`src/rtl/mips_ctrl_pkg.sv`:
```
// Shared definitions for the multicycle MIPS control path: opcode and funct
// constants, FSM state encodings, and datapath mux / ALU control encodings.
package mips_ctrl_pkg;

    // Opcodes (IR[31:26])
    localparam logic [5:0] OP_RTYPE = 6'b000000;
    localparam logic [5:0] OP_LW    = 6'b100011;
    localparam logic [5:0] OP_SW    = 6'b101011;
    localparam logic [5:0] OP_BEQ   = 6'b000100;
    localparam logic [5:0] OP_ADDI  = 6'b001000;
    localparam logic [5:0] OP_J     = 6'b000010;

    // R-type funct codes (IR[5:0])
    localparam logic [5:0] FN_ADD = 6'b100000;
    localparam logic [5:0] FN_SUB = 6'b100010;
    localparam logic [5:0] FN_AND = 6'b100100;
    localparam logic [5:0] FN_OR  = 6'b100101;
    localparam logic [5:0] FN_SLT = 6'b101010;

    // FSM states; codes 12-15 are unused and recover to FETCH
    typedef enum logic [3:0] {
        S_FETCH    = 4'd0,
        S_DECODE   = 4'd1,
        S_MEMADR   = 4'd2,
        S_MEMREAD  = 4'd3,
        S_MEMWB    = 4'd4,
        S_MEMWRITE = 4'd5,
        S_EXECUTE  = 4'd6,
        S_ALUWB    = 4'd7,
        S_BRANCH   = 4'd8,
        S_ADDIEX   = 4'd9,
        S_ADDIWB   = 4'd10,
        S_JUMP     = 4'd11
    } state_t;

    // ALU B-operand select
    localparam logic [1:0] SRCB_B      = 2'b00;
    localparam logic [1:0] SRCB_FOUR   = 2'b01;
    localparam logic [1:0] SRCB_IMM    = 2'b10;
    localparam logic [1:0] SRCB_IMM_SH = 2'b11;

    // Next-PC select
    localparam logic [1:0] PC_ALU    = 2'b00;
    localparam logic [1:0] PC_ALUOUT = 2'b01;
    localparam logic [1:0] PC_JUMP   = 2'b10;

    // ALU operation encodings
    localparam logic [2:0] ALU_AND = 3'b000;
    localparam logic [2:0] ALU_OR  = 3'b001;
    localparam logic [2:0] ALU_ADD = 3'b010;
    localparam logic [2:0] ALU_SUB = 3'b110;
    localparam logic [2:0] ALU_SLT = 3'b111;

    // Internal alu_op between the main FSM and the ALU decoder
    localparam logic [1:0] ALUOP_ADD   = 2'b00;
    localparam logic [1:0] ALUOP_SUB   = 2'b01;
    localparam logic [1:0] ALUOP_FUNCT = 2'b10;

endpackage

```
`src/rtl/mips_multicycle_ctrl_alu_decoder.sv`:
```
// ALU decoder: maps the FSM's alu_op and the instruction funct field to the
// 3-bit ALU control. Purely combinational.
//   alu_op      in  2  00 add, 01 sub, 10 decode funct
//   funct       in  6  IR[5:0]
//   alu_control out 3  ALU operation
module alu_decoder
    import mips_ctrl_pkg::*;
(
    input  logic [1:0] alu_op,
    input  logic [5:0] funct,
    output logic [2:0] alu_control
);

    always_comb begin
        alu_control = ALU_ADD;
        case (alu_op)
            ALUOP_SUB: alu_control = ALU_SUB;
            ALUOP_FUNCT: begin
                case (funct)
                    FN_SUB:  alu_control = ALU_SUB;
                    FN_AND:  alu_control = ALU_AND;
                    FN_OR:   alu_control = ALU_OR;
                    FN_SLT:  alu_control = ALU_SLT;
                    default: alu_control = ALU_ADD;  // includes FN_ADD
                endcase
            end
            default: alu_control = ALU_ADD;
        endcase
    end

endmodule

```
`src/rtl/mips_multicycle_ctrl.sv`:
```
// Main control FSM for the multicycle MIPS datapath. Sequences fetch, decode,
// execute, memory and writeback steps over a shared ALU and a unified memory
// port, stalling memory states on mem_ready.
//   clk, rst_n          clock and synchronous active-low reset
//   op, funct           instruction fields from the IR
//   zero                ALU zero flag (branch condition)
//   mem_ready           memory completes the current access this cycle
//   pc_en .. pc_src     datapath enables and mux selects
//   illegal_op          pulse in DECODE for an unknown opcode
//   instr_retired       count of completed instructions (wraps)
//   state_dbg           current state code
module mips_multicycle_ctrl
    import mips_ctrl_pkg::*;
#(
    parameter int CNT_W = 32
) (
    input  logic             clk,
    input  logic             rst_n,
    input  logic [5:0]       op,
    input  logic [5:0]       funct,
    input  logic             zero,
    input  logic             mem_ready,
    output logic             pc_en,
    output logic             iord,
    output logic             mem_read,
    output logic             mem_write,
    output logic             ir_write,
    output logic             reg_dst,
    output logic             mem_to_reg,
    output logic             reg_write,
    output logic             alu_src_a,
    output logic [1:0]       alu_src_b,
    output logic [2:0]       alu_control,
    output logic [1:0]       pc_src,
    output logic             illegal_op,
    output logic [CNT_W-1:0] instr_retired,
    output logic [3:0]       state_dbg
);

    state_t             state_q, state_d;
    logic [CNT_W-1:0]   cnt_q, cnt_d;

    logic [1:0] alu_op;
    logic       alu_used;
    logic [2:0] dec_control;
    logic       retire;

    // Ungated strobes; the ones that can disturb architectural state are
    // masked by rst_n below so a reset cycle never writes anything.
    logic pc_en_raw, mem_read_raw, mem_write_raw, ir_write_raw;
    logic reg_write_raw, illegal_raw;

    alu_decoder u_alu_decoder (
        .alu_op      (alu_op),
        .funct       (funct),
        .alu_control (dec_control)
    );

    always_ff @(posedge clk) begin
        if (!rst_n) begin
            state_q <= S_FETCH;
            cnt_q   <= '0;
        end else begin
            state_q <= state_d;
            cnt_q   <= cnt_d;
        end
    end

    always_comb begin
        state_d       = state_q;
        pc_en_raw     = 1'b0;
        iord          = 1'b0;
        mem_read_raw  = 1'b0;
        mem_write_raw = 1'b0;
        ir_write_raw  = 1'b0;
        reg_dst       = 1'b0;
        mem_to_reg    = 1'b0;
        reg_write_raw = 1'b0;
        alu_src_a     = 1'b0;
        alu_src_b     = SRCB_B;
        alu_op        = ALUOP_ADD;
        alu_used      = 1'b0;
        pc_src        = PC_ALU;
        illegal_raw   = 1'b0;
        retire        = 1'b0;

        case (state_q)
            S_FETCH: begin
                mem_read_raw = 1'b1;
                alu_src_b    = SRCB_FOUR;
                alu_used     = 1'b1;
                // PC+4 and IR load commit only on the cycle the read lands
                pc_en_raw    = mem_ready;
                ir_write_raw = mem_ready;
                if (mem_ready) state_d = S_DECODE;
            end
            S_DECODE: begin
                // Speculatively compute the branch target into ALUOut
                alu_src_b = SRCB_IMM_SH;
                alu_used  = 1'b1;
                case (op)
                    OP_LW, OP_SW: state_d = S_MEMADR;
                    OP_RTYPE:     state_d = S_EXECUTE;
                    OP_BEQ:       state_d = S_BRANCH;
                    OP_ADDI:      state_d = S_ADDIEX;
                    OP_J:         state_d = S_JUMP;
                    default: begin
                        illegal_raw = 1'b1;
                        state_d     = S_FETCH;
                    end
                endcase
            end
            S_MEMADR: begin
                alu_src_a = 1'b1;
                alu_src_b = SRCB_IMM;
                alu_used  = 1'b1;
                state_d   = (op == OP_SW) ? S_MEMWRITE : S_MEMREAD;
            end
            S_MEMREAD: begin
                mem_read_raw = 1'b1;
                iord         = 1'b1;
                if (mem_ready) state_d = S_MEMWB;
            end
            S_MEMWB: begin
                reg_write_raw = 1'b1;
                mem_to_reg    = 1'b1;
                retire        = 1'b1;
                state_d       = S_FETCH;
            end
            S_MEMWRITE: begin
                mem_write_raw = 1'b1;
                iord          = 1'b1;
                if (mem_ready) begin
                    retire  = 1'b1;
                    state_d = S_FETCH;
                end
            end
            S_EXECUTE: begin
                alu_src_a = 1'b1;
                alu_op    = ALUOP_FUNCT;
                alu_used  = 1'b1;
                state_d   = S_ALUWB;
            end
            S_ALUWB: begin
                reg_write_raw = 1'b1;
                reg_dst       = 1'b1;
                retire        = 1'b1;
                state_d       = S_FETCH;
            end
            S_BRANCH: begin
                alu_src_a = 1'b1;
                alu_op    = ALUOP_SUB;
                alu_used  = 1'b1;
                pc_src    = PC_ALUOUT;
                pc_en_raw = zero;
                retire    = 1'b1;
                state_d   = S_FETCH;
            end
            S_ADDIEX: begin
                alu_src_a = 1'b1;
                alu_src_b = SRCB_IMM;
                alu_used  = 1'b1;
                state_d   = S_ADDIWB;
            end
            S_ADDIWB: begin
                reg_write_raw = 1'b1;
                retire        = 1'b1;
                state_d       = S_FETCH;
            end
            S_JUMP: begin
                pc_src    = PC_JUMP;
                pc_en_raw = 1'b1;
                retire    = 1'b1;
                state_d   = S_FETCH;
            end
            default: state_d = S_FETCH;  // unused codes: recover silently
        endcase

        cnt_d = retire ? cnt_q + CNT_W'(1) : cnt_q;
    end

    // ALU control reads 000 in states that do not drive the ALU
    assign alu_control   = alu_used ? dec_control : 3'b000;

    assign pc_en         = pc_en_raw     & rst_n;
    assign mem_read      = mem_read_raw  & rst_n;
    assign mem_write     = mem_write_raw & rst_n;
    assign ir_write      = ir_write_raw  & rst_n;
    assign reg_write     = reg_write_raw & rst_n;
    assign illegal_op    = illegal_raw   & rst_n;

    assign instr_retired = cnt_q;
    assign state_dbg     = state_q;

endmodule

```
`config.mk`:
```
export PLATFORM = sky130hd
export DESIGN_NAME = mips_multicycle_ctrl
export DESIGN_NICKNAME = d
export VERILOG_FILES = /design/src/rtl/mips_ctrl_pkg.sv /design/src/rtl/mips_multicycle_ctrl_alu_decoder.sv /design/src/rtl/mips_multicycle_ctrl.sv
export SDC_FILE = /design/constraint.sdc
export NUM_CORES = 1
export LEC_CHECK = 0
export BUFFER_PORTS_ARGS = -buffer_cell sky130_fd_sc_hd__buf_2
export CAP_MARGIN = 15
export CORE_UTILIZATION = 48
export DETAILED_ROUTE_END_ITERATION = 8
export PLACE_DENSITY = 0.75
export SYNTH_ARGS = -nofsm -noshare
export SYNTH_HDL_FRONTEND = slang
export SYNTH_SLANG_ARGS = --single-unit
```
`constraint.sdc`:
```
create_clock -name clk -period 1.9 [get_ports clk]
set_input_delay 0.095 -clock clk [delete_from_list [all_inputs] [get_ports clk]]
set_output_delay 0.095 -clock clk [all_outputs]
set_load 0.01 [all_outputs]
```
==> impl_metrics.tcl <==
set metrics [dict create \
    outcome "complete, but fails checks" \
    violations "design-rule violations" \
    p_leak_nw 1.19 \
    rsz0062_at_grt "true" \
    cts_max_path_buffers 2 \
    die_w_um 71.3 \
    drc 9 \
    startpoint_type "flop" \
    fin_ws_ps 71.6 \
    fillers 394 \
    cp-end-kind "primary output" \
    synth_area_leaders "dfxtp_1, nand2b_1, o311ai_0" \
    max-vdd-ir-drop_mv 0.524 \
    htreeDepth 2 \
    pwr-share-clk_pct 36.2 \
    cp.required_ps 1800 \
    comb_power_share_pct 10.7 \
    p_int_mw 1.07 \
    core-area_um2 4470 \
    maxCapViolCount 0 \
    synth_seq_cells 36 \
    wl_per_cell_um 14.4 \
    worst_slew_pin_slew_ps 525 \
    antenna_found_initial 0 \
    yosysTopAreaCell "dfxtp_1" \
    power_frac_seq_pct 53.1 \
    finalCriticalPeriod_ps 1830 \
    cts_tree "yes" \
    die-area_um2 5080 \
    vias_per_cell 6.01 \
    area_growth_pct 25.6 \
    yosysSeqAreaShare_pct 31.3 \
    critPathKind "reg -> out" \
    cp_top_family "simple AND/OR/NAND/NOR gates" \
    overflow 0 \
    grt_usage_pct 23.2 \
    gp_congestion 0.887 \
    grt_pass1_vias 2175 \
    cp_max_fo 12 \
    design.portCount 69 \
    syn_avg_cell_area_um2 8.05 \
    grt_first_pass_wirelength_um 9580 \
    io_buffers 68 \
    synth_top_area_share_pct 31.3 \
    power.switching_uw 361 \
    power_density_nw_per_um2 495 \
    root_buffer "clkbuf_8" \
    syn-cell-area_um2 2300 \
    drtPass1Iterations 9 \
    cts_sinks 36 \
    final_nets 378 \
    yosysMostFrequentCell "dfxtp_1" \
    final_antenna_net_count 0 \
    hold_viol 0 \
    switching_share_pct 25.2 \
    drt_wl_total_um 5910 \
    cp.arrival_ps 1730 \
    fin_util_pct 64.6 \
    drive_gt1_share_pct 30.9 \
    ys_types 45 \
    hpwl_um 4070 \
    min_path_type "in -> reg" \
    maxSlewHeadroom_pct 64.7 \
    syn_inst 286 \
    drt_iter0_drc 127 \
    clock_skew_ps 7.83 \
    grt_max_degree 56 \
    slew_viol_final 0 \
    numCtsBuffers 5 \
    synth.net_count 305 \
    fp-row-count 24 \
    max_stage_delay_ps 450 \
    crit_chain "buf_4, or3_1, nor4_2, a31o_2, buf_2" \
    die_h_um 71.3 \
    setup_viol 0 \
    max_clock_freq_mhz 547 \
    cp_num_buf_inv 2 \
    clk_pin_slew_ps 70 \
    crit_slowest_cell "or3_1" \
    diodes 0 \
    postCtsSetupBuffers 0 \
    synth-async-reset-ratio_pct 0 \
    fin_crit_sh_pct 96.2 \
    postCtsHoldBufs 0 \
    clock_latency_ps 290 \
    synthFlopType "dfxtp_1" \
    start_util_pct 51.5 \
    via_count 2470 \
    post-place-ws_ps 97.8 \
    ys_warn_count 0 \
    ys_top_cells_by_count "dfxtp_1, nand2_1, nand2b_1" \
    synth_enable_flop_cells 0 \
]
repair_timing:
| item | 4_1_cts | 5_1_grt |
|---|---|---|
| cloned | 0 | 0 |
| endpoints found under the setup margin | 3 | 6 |
| gates resized for setup | 7 | 7 |
sequential cells by signal, summed over array words and instances, names as in the netlist:
name	flops
instr_retired	32
state_dbg	4
power groups by stage:
stage / clock [mW] / sequential, mW / combinational (mW)
final: 0.518 / 0.761 / 0.153
after global routing: 0.559 / 0.761 / 0.170
after CTS: 0.529 / 0.761 / 0.148
after detailed placement: 0 / 0.777 / 0.145
after global placement: 0 / 0.777 / 0.142
after floorplan: 0 / 0.779 / 0.0839
cell families (layout without fill, tap and decap cells):
| family | after synthesis | count (layout) | synth area share (%) |
|---|---|---|---|
| simple gates | 134 | 134 | 33.0 |
| compound gates | 68 | 68 | 22.2 |
| flops | 36 | 36 | 31.3 |
| buf+inv | 33 | 106 | 6.85 |
| mux | 8 | 8 | 3.48 |
| xor+xnor | 4 | 4 | 1.52 |
| fa+ha+maj | 3 | 3 | 1.63 |
worst register-to-register path, stage by stage (launching register included):
cell and delay (ps):
dfxtp_1 430, and4_1 370, nand4_1 120, buf_4 200
nor4_1 360, mux2i_1 220
final timing paths:
kind,startpoint,endpoint,slack [ps],depth (start not counted)
setup / recovery,state_dbg[3]$_SDFFE_PN0P_,pc_en,70,5
hold / removal,mem_ready,state_dbg[1]$_SDFFE_PN0P_,190,4
setup reg to reg,instr_retired[7]$_SDFFE_PN0P_,instr_retired[23]$_SDFFE_PN0P_,130,5
hold reg to reg,instr_retired[31]$_SDFFE_PN0P_,instr_retired[31]$_SDFFE_PN0P_,470,2
layer usage:
layer,vias to the layer above,track usage (%),share of wire (%)
li1,1237,-,-
met5,-,0,0
met3,6,4.92,6.2
met2,86,38.5,47
met1,1141,29.9,46
met4,0,8.44,0.95
stage by stage:
stage	setup TNS (ps)	power (mW)	cells	area (um2)	hold WS, ps
2_1_floorplan	0	0.863	286	2310	306
3_3_place_gp	0	0.919	404	2760	449
3_5_place_dp	0	0.922	404	2760	466
4_1_cts	0	1.44	411	2860	187
5_1_grt	-99.0	1.49	411	2890	238
6_report	0	1.43	411	2890	191
cells in the final DEF, fill, tap and decap left out, drive strengths merged, types with 6 or more instances in the layout:
cell	n
o41ai	10
nand3	15
nand2	23
and4	6
dfxtp	36
clkbuf	6
mux2i	8
nor3	7
nand4	9
o21ai	6
buf	89
o31ai	11
nor2	13
nor4	11
or4	11
inv	10
o311ai	11
a21oi	16
nand2b	20
final cells by class:
class	count	area, um2	share of cell area (%)
Clock inverter	1	5.00	0.173
Tap cell	52	65.1	2.25
Clock buffer	6	72.6	2.51
Timing Repair Buffer	89	514	17.8
Multi-Input combinational cell	217	1470	50.9
Sequential cell	36	724	25.1
Inverter	10	37.5	1.30
Note: power is estimated with default switching activity, not from simulation.
